<file path="src/rtl/traffic_light_xing_if.sv">
// Request, lamp and debug bundle of the two-approach crossing controller.
// The controller takes the slave side; whatever issues requests takes master.
interface traffic_light_xing_if;
  logic       req_a;
  logic       req_b;
  logic       a_r;
  logic       a_g;
  logic       a_y;
  logic       b_r;
  logic       b_g;
  logic       b_y;
  logic [3:0] phase;
  logic       pend_a;
  logic       pend_b;

  modport master (
    output req_a, req_b,
    input  a_r, a_g, a_y, b_r, b_g, b_y, phase, pend_a, pend_b
  );

  modport slave (
    input  req_a, req_b,
    output a_r, a_g, a_y, b_r, b_g, b_y, phase, pend_a, pend_b
  );
endinterface

</file>
<file path="src/rtl/traffic_light_xing.sv">
// Two-approach intersection controller: green, blink pairs, yellow and all-red
// per approach, with latched priority requests that cut the opposing green short.
module traffic_light_xing #(
  parameter int CTR_W   = 10,
  parameter int G_CYC   = 512,
  parameter int BL_CYC  = 64,
  parameter int N_BLINK = 2,
  parameter int Y_CYC   = 256,
  parameter int AR_CYC  = 16,
  parameter int MIN_G   = 128
) (
  input logic                 clk,
  input logic                 rst,
  traffic_light_xing_if.slave xing
);

  typedef enum logic [3:0] {
    A_GRN = 4'd0, A_OFF = 4'd1, A_ON = 4'd2, A_YEL = 4'd3, AR_A = 4'd4,
    B_GRN = 4'd5, B_OFF = 4'd6, B_ON = 4'd7, B_YEL = 4'd8, AR_B = 4'd9
  } state_e;

  localparam int BLINK_W = (N_BLINK > 1) ? $clog2(N_BLINK) : 1;

  localparam logic [CTR_W-1:0]   G_LAST     = CTR_W'(G_CYC - 1);
  localparam logic [CTR_W-1:0]   BL_LAST    = CTR_W'(BL_CYC - 1);
  localparam logic [CTR_W-1:0]   Y_LAST     = CTR_W'(Y_CYC - 1);
  localparam logic [CTR_W-1:0]   AR_LAST    = CTR_W'(AR_CYC - 1);
  localparam logic [CTR_W-1:0]   MIN_LAST   = CTR_W'(MIN_G - 1);
  localparam logic [BLINK_W-1:0] BLINK_LAST = BLINK_W'((N_BLINK > 0) ? N_BLINK - 1 : 0);
  localparam state_e             A_AFTER_G  = (N_BLINK == 0) ? A_YEL : A_OFF;
  localparam state_e             B_AFTER_G  = (N_BLINK == 0) ? B_YEL : B_OFF;

  state_e             state_q, state_d;
  logic [CTR_W-1:0]   ctr_q, ctr_d;
  logic [BLINK_W-1:0] blink_q, blink_d;
  logic               pend_a_q, pend_a_d;
  logic               pend_b_q, pend_b_d;
  logic               adv;
  logic [5:0]         lamps_q;

  // Lamp vector order: {a_r, a_g, a_y, b_r, b_g, b_y}.
  function automatic logic [5:0] lamp_dec(input state_e s);
    return {!(s inside {A_GRN, A_OFF, A_ON, A_YEL}),
            (s == A_GRN) || (s == A_ON),
            (s == A_YEL),
            !(s inside {B_GRN, B_OFF, B_ON, B_YEL}),
            (s == B_GRN) || (s == B_ON),
            (s == B_YEL)};
  endfunction

  always_comb begin
    adv     = 1'b0;
    state_d = state_q;
    blink_d = blink_q;
    unique case (state_q)
      A_GRN: begin
        if (pend_b_q && ctr_q >= MIN_LAST) begin
          adv = 1'b1; state_d = A_YEL;
        end else if (ctr_q == G_LAST) begin
          adv = 1'b1; state_d = A_AFTER_G;
        end
      end
      A_OFF: begin
        if (pend_b_q) begin
          adv = 1'b1; state_d = A_YEL; blink_d = '0;
        end else if (ctr_q == BL_LAST) begin
          adv = 1'b1; state_d = A_ON;
        end
      end
      A_ON: begin
        if (pend_b_q || (ctr_q == BL_LAST && blink_q == BLINK_LAST)) begin
          adv = 1'b1; state_d = A_YEL; blink_d = '0;
        end else if (ctr_q == BL_LAST) begin
          adv = 1'b1; state_d = A_OFF; blink_d = blink_q + 1'b1;
        end
      end
      A_YEL: if (ctr_q == Y_LAST)  begin adv = 1'b1; state_d = AR_A;  end
      AR_A:  if (ctr_q == AR_LAST) begin adv = 1'b1; state_d = B_GRN; end
      B_GRN: begin
        if (pend_a_q && ctr_q >= MIN_LAST) begin
          adv = 1'b1; state_d = B_YEL;
        end else if (ctr_q == G_LAST) begin
          adv = 1'b1; state_d = B_AFTER_G;
        end
      end
      B_OFF: begin
        if (pend_a_q) begin
          adv = 1'b1; state_d = B_YEL; blink_d = '0;
        end else if (ctr_q == BL_LAST) begin
          adv = 1'b1; state_d = B_ON;
        end
      end
      B_ON: begin
        if (pend_a_q || (ctr_q == BL_LAST && blink_q == BLINK_LAST)) begin
          adv = 1'b1; state_d = B_YEL; blink_d = '0;
        end else if (ctr_q == BL_LAST) begin
          adv = 1'b1; state_d = B_OFF; blink_d = blink_q + 1'b1;
        end
      end
      B_YEL: if (ctr_q == Y_LAST)  begin adv = 1'b1; state_d = AR_B;  end
      AR_B:  if (ctr_q == AR_LAST) begin adv = 1'b1; state_d = A_GRN; end
      default: begin
        adv = 1'b1; state_d = A_GRN; blink_d = '0;
      end
    endcase

    ctr_d = adv ? '0 : ctr_q + 1'b1;

    // A request from an approach that already holds green is ignored; entering green clears it.
    pend_a_d = pend_a_q | (xing.req_a & !(state_q inside {A_GRN, A_OFF, A_ON}));
    pend_b_d = pend_b_q | (xing.req_b & !(state_q inside {B_GRN, B_OFF, B_ON}));
    if (adv && state_d == A_GRN) pend_a_d = 1'b0;
    if (adv && state_d == B_GRN) pend_b_d = 1'b0;
  end

  always_ff @(posedge clk) begin
    if (rst) begin
      state_q  <= A_GRN;
      ctr_q    <= '0;
      blink_q  <= '0;
      pend_a_q <= 1'b0;
      pend_b_q <= 1'b0;
      lamps_q  <= lamp_dec(A_GRN);
    end else begin
      state_q  <= state_d;
      ctr_q    <= ctr_d;
      blink_q  <= blink_d;
      pend_a_q <= pend_a_d;
      pend_b_q <= pend_b_d;
      lamps_q  <= lamp_dec(state_d);
    end
  end

  assign {xing.a_r, xing.a_g, xing.a_y, xing.b_r, xing.b_g, xing.b_y} = lamps_q;
  assign xing.phase  = state_q;
  assign xing.pend_a = pend_a_q;
  assign xing.pend_b = pend_b_q;

endmodule
</file>
<file path="src/flat_wrapper.sv">
// flat-port wrapper written by rule: the top's interface ports become plain ports
module traffic_light_xing_flat 
#(
  parameter int CTR_W   = 10,
  parameter int G_CYC   = 512,
  parameter int BL_CYC  = 64,
  parameter int N_BLINK = 2,
  parameter int Y_CYC   = 256,
  parameter int AR_CYC  = 16,
  parameter int MIN_G   = 128
)
  (clk, rst, xing_req_a, xing_req_b, xing_a_r, xing_a_g, xing_a_y, xing_b_r, xing_b_g, xing_b_y, xing_phase, xing_pend_a, xing_pend_b);
  traffic_light_xing_if xing_i ();
  input logic clk;
  input logic rst;
  input wire logic [$bits(xing_i.req_a)-1:0] xing_req_a;
  input wire logic [$bits(xing_i.req_b)-1:0] xing_req_b;
  output wire logic [$bits(xing_i.a_r)-1:0] xing_a_r;
  output wire logic [$bits(xing_i.a_g)-1:0] xing_a_g;
  output wire logic [$bits(xing_i.a_y)-1:0] xing_a_y;
  output wire logic [$bits(xing_i.b_r)-1:0] xing_b_r;
  output wire logic [$bits(xing_i.b_g)-1:0] xing_b_g;
  output wire logic [$bits(xing_i.b_y)-1:0] xing_b_y;
  output wire logic [$bits(xing_i.phase)-1:0] xing_phase;
  output wire logic [$bits(xing_i.pend_a)-1:0] xing_pend_a;
  output wire logic [$bits(xing_i.pend_b)-1:0] xing_pend_b;
  assign xing_i.req_a = xing_req_a;
  assign xing_i.req_b = xing_req_b;
  assign xing_a_r = xing_i.a_r;
  assign xing_a_g = xing_i.a_g;
  assign xing_a_y = xing_i.a_y;
  assign xing_b_r = xing_i.b_r;
  assign xing_b_g = xing_i.b_g;
  assign xing_b_y = xing_i.b_y;
  assign xing_phase = xing_i.phase;
  assign xing_pend_a = xing_i.pend_a;
  assign xing_pend_b = xing_i.pend_b;
  traffic_light_xing #(.CTR_W(CTR_W), .G_CYC(G_CYC), .BL_CYC(BL_CYC), .N_BLINK(N_BLINK), .Y_CYC(Y_CYC), .AR_CYC(AR_CYC), .MIN_G(MIN_G)) u_core (.clk(clk), .rst(rst), .xing(xing_i));
endmodule
</file>
<file path="config.mk">
export PLATFORM = sky130hd
export DESIGN_NAME = traffic_light_xing_flat
export DESIGN_NICKNAME = d
export VERILOG_FILES = /design/src/rtl/traffic_light_xing_if.sv /design/src/rtl/traffic_light_xing.sv /design/src/flat_wrapper.sv
export SDC_FILE = /design/constraint.sdc
export NUM_CORES = 1
export LEC_CHECK = 0
export CAP_MARGIN = 20
export CORE_MARGIN = 5
export CORE_UTILIZATION = 44
export CTS_CLUSTER_SIZE = 8
export DETAILED_ROUTE_END_ITERATION = 8
export HOLD_SLACK_MARGIN = 0.15
export SETUP_SLACK_MARGIN = 0.3
export SLEW_MARGIN = 40
export SYNTH_ARGS = -nofsm -noshare
export SYNTH_HDL_FRONTEND = slang
export SYNTH_SLANG_ARGS = --single-unit
</file>
<file path="constraint.sdc">
create_clock -name clk -period 4.5 [get_ports clk]
set_clock_uncertainty 0.2 [all_clocks]
set_input_delay 0.675 -clock clk [delete_from_list [all_inputs] [get_ports clk]]
set_output_delay 0.675 -clock clk [all_outputs]
set_load 0.05 [all_outputs]
</file>
==> metrics.txt <==
status finished, final reports clean; hold depth 1; Die Y-Extent 67.7 µm; capturing point of the worst reg2reg path u_core.ctr_q[2]; RSZ-0062 raised after global routing false; synthesized area 1460 µm²; Inst Count DP 238; worst setup margin between 1 and 1.5 ns; PwrDens 199 nW/µm²; Worst Setup Slack post-DPL 1.16 ns; clock buffer count from CTS 3; final WL 3720 µm; HPWL Detailed 2670 µm; CTS resizes 0; Worst EP arrival 3.35 ns; Synth area leaders dfxtp_1 31%, nor2_1 6.2%, nand3_1 4.4%; met2 GRT Util 27.3%; minimum clock period approximately 3.3 ns; Max Buffers Root-to-Sink 2; critical hold path startpoint u_core.ctr_q[0]; # IOs 16; Worst Hold Path EP u_core.ctr_q[0]; die footprint 4580 µm²; Starting DRT DRC Count 127; Buffers on Ports 15; met1 Use GR roughly a quarter; class of the most critical setup path flop to flop; syn nets 194; grt ovf 0; die width 67.7 µm; final setup violation count 0; post-route ant nets 0; Top FF cell, synth dfxtp_1; Hold Vio Cnt, Final 0; Setup crit start kind flop; GRT busiest layer met2; Initial Util roughly 45%; Core Footprint between 3000 and 4000 µm²; number of flops mapped to enable cells by yosys 0; Vias/cell 6.04; worst-skew pair later-pin latency 0.32 ns; post-synthesis sequential area ratio 31.5%; Max Freq 0.299 GHz; GPL Wtd Cong approximately 0.91; Max FO, Critical Path 10; max_cap viols 0; syn_area_per_cell 7.78 µm²; Slew @ Worst Pin 0.710 ns; CTS clk-pin slew, worst paths 0.12 ns; Yosys reg bits 23; Worst R2R Start u_core.ctr_q[8]; area delta synth->final 12.9%; vias in the first global route 1312; Worst EP required 4.51 ns; largest net degree at the start of global routing 22; first-pass GRT wire length roughly 6000 µm; Nets 203; number of H-tree levels 1; fraction of registers with async set/reset 0%; synthesized instance count 188; reg2reg path depth 9; CTS tree yes; Rel. slew slack 52.6%; n_diodes 0; min-delay worst type flop to flop; hold slack 0.262 ns; hold buffer count at CTS 0; max-slew violation count 0; DR pass1 iterations 4; Syn. warnings 0; DR WL/cell between 15 and 20 µm; Unique masters post-synth 53; CP endpoint kind flop; share of cells above drive strength 1 under 10%; setup TNS 0 ns; VDD IR max 144 µV; # DRC 0; Vias 1461; fin crit share 74.3%; total track usage between 15 and 20%; GR Util met3 3.49%; Static Leak 0.596 nW; clk sinks 23; # rows 21; final std cells w/o fill 242; reg2reg setup slack 1.15 ns; share of the synthesized area in the top cell type 31.5%; largest area contributor in the netlist dfxtp_1; Setup Fix Bufs, Post-CTS 0; initial antenna violation count 0; root buffer cell clkbuf_4
[where the power goes]
part / internal, W / total (W) / switching, W
combinational: 0.00000730 / 0.0000174 / 0.0000101
clock: 0.0000347 / 0.0000997 / 0.0000650
sequential: 0.000207 / 0.000211 / 0.00000410
total: 0.000249 / 0.000328 / 0.0000792
[flip-flops by register name, indices dropped and copies added, names as in the netlist]
register	flops
u_core.ctr_q	10
u_core.xing.pend_b	1
u_core.lamps_q	6
u_core.blink_q	1
u_core.xing.phase	4
u_core.xing.pend_a	1
[area by class of cell]
cell class	instances	area (µm²)
fillers	340	1630
multi-input cells	145	923
flip-flops and latches	23	460
repair buffers	15	150
well taps	46	57.6
inverters	9	33.8
clock buffers	4	26.3
[how the worst max path moves through the flow]
stage / start / endpoint / slack (ns) / cells past startpoint
CTS: u_core.ctr_q[8] / u_core.ctr_q[2] / 1.13 / 9
detailed placement: u_core.ctr_q[8] / u_core.ctr_q[2] / 1.16 / 9
global placement: u_core.ctr_q[8] / u_core.ctr_q[2] / 1.32 / 9
finish: u_core.ctr_q[8] / u_core.ctr_q[2] / 1.15 / 9
floorplan: u_core.ctr_q[8] / u_core.ctr_q[2] / 1.58 / 11
global route: u_core.ctr_q[8] / u_core.ctr_q[2] / 0.88 / 9
[cell families (layout without fill, tap and decap cells)]
group | count (synthesis) | in the layout | synth area share (%)
simple gates | 91 | 91 | 33.9
compound gates | 42 | 42 | 21.5
flops | 23 | 23 | 31.5
buf+inv | 20 | 28 | 5.39
xor+xnor | 9 | 9 | 5.39
fa+ha+maj | 2 | 2 | 1.71
mux | 1 | 1 | 0.684
[metal layers]
metal	up-vias	routed length, µm
met5	-	0
met2	63	1710
met1	682	1660
met3	10	287
li1	706	-
met4	0	63
[critical path, cell delays in order, from the launching register on]
cell	delay [ns]
dfxtp_1	0.40
or4_1	0.70
nor3_1	0.35
ha_1	0.31
or4bb_1	0.49
a22oi_1	0.15
o211ai_1	0.11
nand3_1	0.11
or3b_1	0.33
nor2_1	0.09
[cells in the mapped netlist (3+ instances only)]
master     n
nand2b_1   4
nand2_1   15
dfxtp_1   23
nand3_1   13
buf_2      3
a21oi_1   11
inv_1      9
o21ai_0    3
o211ai_1   3
and3_1     6
xnor2_1    5
nor2_1    24
xor2_1     4
nor3_1     5
nor2b_1    4
clkbuf_1   6
[cells in the final DEF, fill, tap and decap left out, drive strengths merged, types with 2 or more instances in the layout]
cell / netlist / routed
a2111o: 2 / 2
a211o: 2 / 2
a21oi: 11 / 11
a221oi: 2 / 2
a32oi: 2 / 2
a41oi: 2 / 2
and3: 7 / 7
clkbuf: 6 / 4
clkdlybuf4s50: 0 / 15
dfxtp: 23 / 23
ha: 2 / 2
inv: 9 / 9
nand2: 15 / 15
nand2b: 4 / 4
nand3: 13 / 13
nand4: 2 / 2
nand4bb: 2 / 2
nor2: 24 / 24
nor2b: 4 / 4
nor3: 5 / 5
nor4: 3 / 3
o211ai: 3 / 3
o21ai: 3 / 3
o22ai: 2 / 2
o31ai: 2 / 2
or2: 2 / 2
or3b: 2 / 2
or4: 2 / 2
xnor2: 5 / 5
xor2: 4 / 4
[stage by stage]
| stage | cell area, µm² | power, W | util, % |
|---|---|---|---|
| after floorplan | 1460 | 0.000226 | - |
| after CTS | 1650 | 0.000332 | 50.3 |
| after detailed placement | 1630 | 0.000233 | 49.5 |
| after global placement | 1630 | 0.000232 | 49.5 |
| final | 1650 | 0.000328 | 50.3 |
| after global routing | 1650 | 0.000340 | 50.3 |
(Power assumes the default switching activity.)
